File: src/rtl/k_vote.sv
// k_vote: KNN majority vote over K packed labels, count/scan FSM with valid/ready result.
// Define K_VOTE_CONFIDENCE_EN to add the vote_count and tie_flag outputs.
module k_vote #(
    parameter int K = 8,
    parameter int TYPE_W = 3,
    parameter int NUM_CLASSES = 1 << TYPE_W,
    parameter int TIE_MODE = 0
) (
    input  logic                      clk,
    input  logic                      rst,
    input  logic                      in_valid,
    output logic                      in_ready,
    input  logic [TYPE_W*K-1:0]       k_nearest_neighbours_type,
    output logic                      out_valid,
    input  logic                      out_ready,
    output logic [TYPE_W-1:0]         inferred_type,
    output logic [$clog2(K+1)-1:0]    rejected_cnt
`ifdef K_VOTE_CONFIDENCE_EN
    ,
    output logic [$clog2(K+1)-1:0]    vote_count,
    output logic [0:0]                tie_flag
`endif
);
    localparam int CW = $clog2(K + 1);
    localparam int IW = $clog2((K > NUM_CLASSES ? K : NUM_CLASSES) + 1);
    localparam int AW = NUM_CLASSES > 1 ? $clog2(NUM_CLASSES) : 1;

    typedef enum logic [1:0] {IDLE, COUNT, SCAN, DONE} state_t;

    state_t              state, state_nx;
    logic [TYPE_W*K-1:0] labels;
    logic [CW-1:0]       cnt   [NUM_CLASSES];
    logic [CW-1:0]       first [NUM_CLASSES];
    logic [IW-1:0]       idx;
    logic [AW-1:0]       best, best_nx, cls, lab_a;
    logic [TYPE_W-1:0]   lab;
    logic                lab_ok, last_slot, last_cls, better;

    assign lab       = labels[idx*TYPE_W +: TYPE_W];
    assign lab_ok    = int'(lab) < NUM_CLASSES;
    assign lab_a     = AW'(lab);
    assign cls       = AW'(idx);
    assign last_slot = idx == IW'(K - 1);
    assign last_cls  = idx == IW'(NUM_CLASSES - 1);
    // first[] only breaks ties between equal counts, never overrides a higher count
    assign better    = cnt[cls] > cnt[best] ||
                       (TIE_MODE != 0 && cnt[cls] == cnt[best] && first[cls] < first[best]);
    assign best_nx   = better ? cls : best;

    always_ff @(posedge clk)
        state <= rst ? IDLE : state_nx;

    always_comb begin
        state_nx = state;
        case (state)
            IDLE:    state_nx = in_valid  ? COUNT : IDLE;
            COUNT:   state_nx = last_slot ? SCAN  : COUNT;
            SCAN:    state_nx = last_cls  ? DONE  : SCAN;
            default: state_nx = out_ready ? IDLE  : DONE;
        endcase
    end

    always_comb begin
        in_ready  = state == IDLE;
        out_valid = state == DONE;
    end

`ifdef K_VOTE_CONFIDENCE_EN
    logic tie_nx;
    always_comb begin
        tie_nx = cnt[best_nx] == '0;
        for (int c = 0; c < NUM_CLASSES; c++)
            tie_nx = tie_nx | (AW'(c) != best_nx && cnt[c] == cnt[best_nx]);
    end
`endif

    always_ff @(posedge clk) begin
        if (rst) begin
            labels        <= '0;
            cnt           <= '{default: '0};
            first         <= '{default: CW'(K)};
            idx           <= '0;
            best          <= '0;
            inferred_type <= '0;
            rejected_cnt  <= '0;
`ifdef K_VOTE_CONFIDENCE_EN
            vote_count    <= '0;
            tie_flag      <= '0;
`endif
        end else begin
            case (state)
                IDLE: if (in_valid) begin
                    labels       <= k_nearest_neighbours_type;
                    cnt          <= '{default: '0};
                    first        <= '{default: CW'(K)};
                    rejected_cnt <= '0;
                    idx          <= '0;
                end
                COUNT: begin
                    if (lab_ok) begin
                        cnt[lab_a] <= cnt[lab_a] + CW'(1);
                        if (first[lab_a] == CW'(K))
                            first[lab_a] <= CW'(idx);
                    end else begin
                        rejected_cnt <= rejected_cnt + CW'(1);
                    end
                    idx  <= last_slot ? '0 : idx + IW'(1);
                    best <= '0;
                end
                SCAN: begin
                    best <= best_nx;
                    idx  <= idx + IW'(1);
                    if (last_cls) begin
                        inferred_type <= TYPE_W'(best_nx);
`ifdef K_VOTE_CONFIDENCE_EN
                        vote_count    <= cnt[best_nx];
                        tie_flag      <= tie_nx;
`endif
                    end
                end
                default: ;
            endcase
        end
    end
endmodule

File: config.mk
export PLATFORM = sky130hd
export DESIGN_NAME = k_vote
export DESIGN_NICKNAME = d
export VERILOG_FILES = /design/src/rtl/k_vote.sv
export SDC_FILE = /design/constraint.sdc
export NUM_CORES = 1
export LEC_CHECK = 0
export ABC_AREA = 1
export BUFFER_PORTS_ARGS = -buffer_cell sky130_fd_sc_hd__buf_4
export CAP_MARGIN = 20
export CORE_ASPECT_RATIO = 1.75
export CORE_MARGIN = 1.5
export CORE_UTILIZATION = 45
export DETAILED_ROUTE_END_ITERATION = 7
export GPL_TIMING_DRIVEN = 0
export MAX_ROUTING_LAYER = met4
export PLACE_DENSITY_LB_ADDON = 0.05
export SLEW_MARGIN = 20
export SYNTH_ARGS = -nofsm -noshare
export SYNTH_HDL_FRONTEND = slang
export SYNTH_SLANG_ARGS = --single-unit
File: constraint.sdc
create_clock -name clk -period 6.1 [get_ports clk]
set_clock_uncertainty 0.15 [all_clocks]
set_input_delay 0.61 -clock clk [delete_from_list [all_inputs] [get_ports clk]]
set_output_delay 0.61 -clock clk [all_outputs]
set_load 0.01 [all_outputs]
==> out/qor.csv <==
metric;value;unit
synthFlopType;dfxtp_1;
grtUsageMet3;0.0381;
ys_async_sr_fraction;0;
grt_overflow;0;
cp_data_arrival_time;3490;ps
clk_latency;340;ps
wl_per_cell;17.2;microns
synth.area.top_cells;dfxtp_1 32%, nand2_1 14%, a21oi_1 10%;
rsz0062_at_grt;false;
cts-root-buf;clkbuf_16;
gp_congestion;0.945;
path_cells;buf_6, buf_6, clkbuf_1, o21ai_0, a221oi_1, a31oi_1, ha_1, a21oi_1, o21ai_0, o21ai_0, o21ai_0, nand2_1, a21oi_1;
cts_buffer_depth;2;
fill_cells;959;
viasPerCell;5.43;
setup_violations;0;
critPathCaptureType;register;
hp-class;register to register;
fin_nets;729;
synth_top_area_share;0.317;
cp_max_fo;10;
worstSetupPathType;register to register;
yosys.area.top_type;dfxtp_1;
synth.most_common_cell;nand2_1;
slew_violations;0;
grt_max_degree;12;
cts_tree;built;
yosysWarnings;0;
holdBufCountCts;0;
core-area;9350;sq um
antenna_found_initial;0;
syn-cell-area;4300;sq um
row_count;47;
clkSinkCount;68;
ioPinCount;37;
placedInstanceArea;4700;sq um
tightest_slew;695;ps
wl;14100;microns
syn_inst;646;
max_freq;0.296;GHz
powerDensity;261;nW/um^2
p_total;0.00131;W
worst-path-buf-inv;3;
synth_cell_type_count;34;
grt_pass1_wl;21600;microns
die_y;132;microns
placed_cells;802;
synth-seq-cells;68;
cts-resized-gates;0;
gr-usage-met2;0.554;
die_area;10200;sq um
synth_common_cells;166 x nand2_1, 89 x a21oi_1, 76 x inv_1;
finalSetupTns;0;ps
grt_most_used_layer;met2;
ant_nets;0;
timing.final.crit_period;3380;ps
initial_core_util;0.460;
status;completed;
met1_usage;0.258;
post-route-period-util;0.554;
cpMostUsedCell;o21ai_0;
post_cts_buffers;0;
hpwl;11300;microns
required;6210;ps
chipWidth;76.9;microns
clkTransAtPathRegs;60;ps
slowest_delay;450;ps
vias;4443;
worst_path_dominant_cell_family;compound AO/OA/AOI/OAI gates;
drc;0;
relSlewSlack;0.533;
synth-edff-count;0;
portBuffers;31;
p_leak;2.02;nW
diodes;0;
finalNonFillerCells;818;
avgSynthCellArea;6.66;sq um
max_cap_viol_count;0;
htreeDepth;3;
drtPass1Iterations;5;
cpMaxStageDelayCell;o21ai_0;
drive_above_1_share;0.147;
grt_pass1_vias;4263;
syn2layout_area_growth;16.6;%
grtUsageTotal;0.292;
numCtsBuffers;9;
final_hold_viol_count;0;
drt_iter0_drc;301;
ir_drop;0.188;mV
design_area;5020;sq um
synth_seq_area_share;0.317;
start_kind;register;
[registers in the layout, indices dropped and copies added, names as in the netlist]
name and flops:
idx 4, best 3, labels 24, cnt 32, state 2, inferred_type 3
[worst register-to-register path, stage by stage, from the launching register on]
cell	delay [ps]
dfxtp_1	350
buf_6	160
buf_6	150
clkbuf_1	390
o21ai_0	230
a221oi_1	340
a31oi_1	80
ha_1	330
a21oi_1	70
o21ai_0	120
o21ai_0	220
o21ai_0	450
nand2_1	110
a21oi_1	150
[cell usage in the layout (no fill, tap or decap), types with 10 or more instances in the layout]
cell	Yosys	routed
nor2_1	12	12
clkbuf_1	21	23
dfxtp_1	68	68
ha_1	10	10
nand4_1	16	16
nor3_1	10	10
nand3_2	10	10
nand2_1	166	166
nand3_1	30	30
o21ai_0	73	73
inv_1	76	76
a21oi_1	89	89
buf_4	8	39
[cell families (layout without fill, tap and decap cells)]
kind of cell / after synthesis / in the layout / synth area share
buffers and inverters: 122 / 169 / 0.122
XOR/XNOR: 1 / 1 / 0.00640
adder cells (fa/ha/maj): 10 / 10 / 0.0291
AND/OR/NAND/NOR: 266 / 266 / 0.310
flip-flops: 68 / 68 / 0.317
AO/OA/AOI/OAI: 178 / 178 / 0.216
other: 1 / 4 / 0.000872
[metrics by stage]
| step | setup WS (ps) | utilization | hold slack [ps] |
|---|---|---|---|
| after detailed placement | 2800 | 0.502 | 296 |
| after floorplan | 3540 | - | 279 |
| after CTS | 2780 | 0.536 | 301 |
| final | 2720 | 0.536 | 300 |
| after global placement | 2800 | 0.502 | 292 |
| after global routing | 2580 | 0.536 | 323 |
[power breakdown]
part	switching (W)	internal, W	total [W]
registers	0.00000878	0.000463	0.000472
logic	0.000185	0.0000872	0.000273
clock network	0.000194	0.000368	0.000563
total	0.000389	0.000918	0.00131
[worst paths after layout]
kind,slack [ps],from,cells after the start,end
max,2720,idx[0],13,best[1]
min,300,labels[5],2,labels[5]
max reg2reg,2720,idx[0],13,best[1]
min reg2reg,300,labels[5],2,labels[5]
[metal layers]
| metal | up-vias | part of all wire |
|---|---|---|
| li1 | 2212 | - |
| met1 | 2046 | 0.34 |
| met2 | 133 | 0.55 |
| met3 | 52 | 0.036 |
| met4 | 0 | 0.067 |
| met5 | - | 0 |
[layout make-up]
type	instances	area, sq um	share of cell area
buffer	39	206	0.0412
clock buffer	12	246	0.0491
clock inverter	4	72.6	0.0145
inverter	83	317	0.0631
multi-input combinational	459	2430	0.484
sequential	68	1360	0.271
tap	122	153	0.0304
timing repair buffer	31	233	0.0464
(Power assumes the default switching activity.)
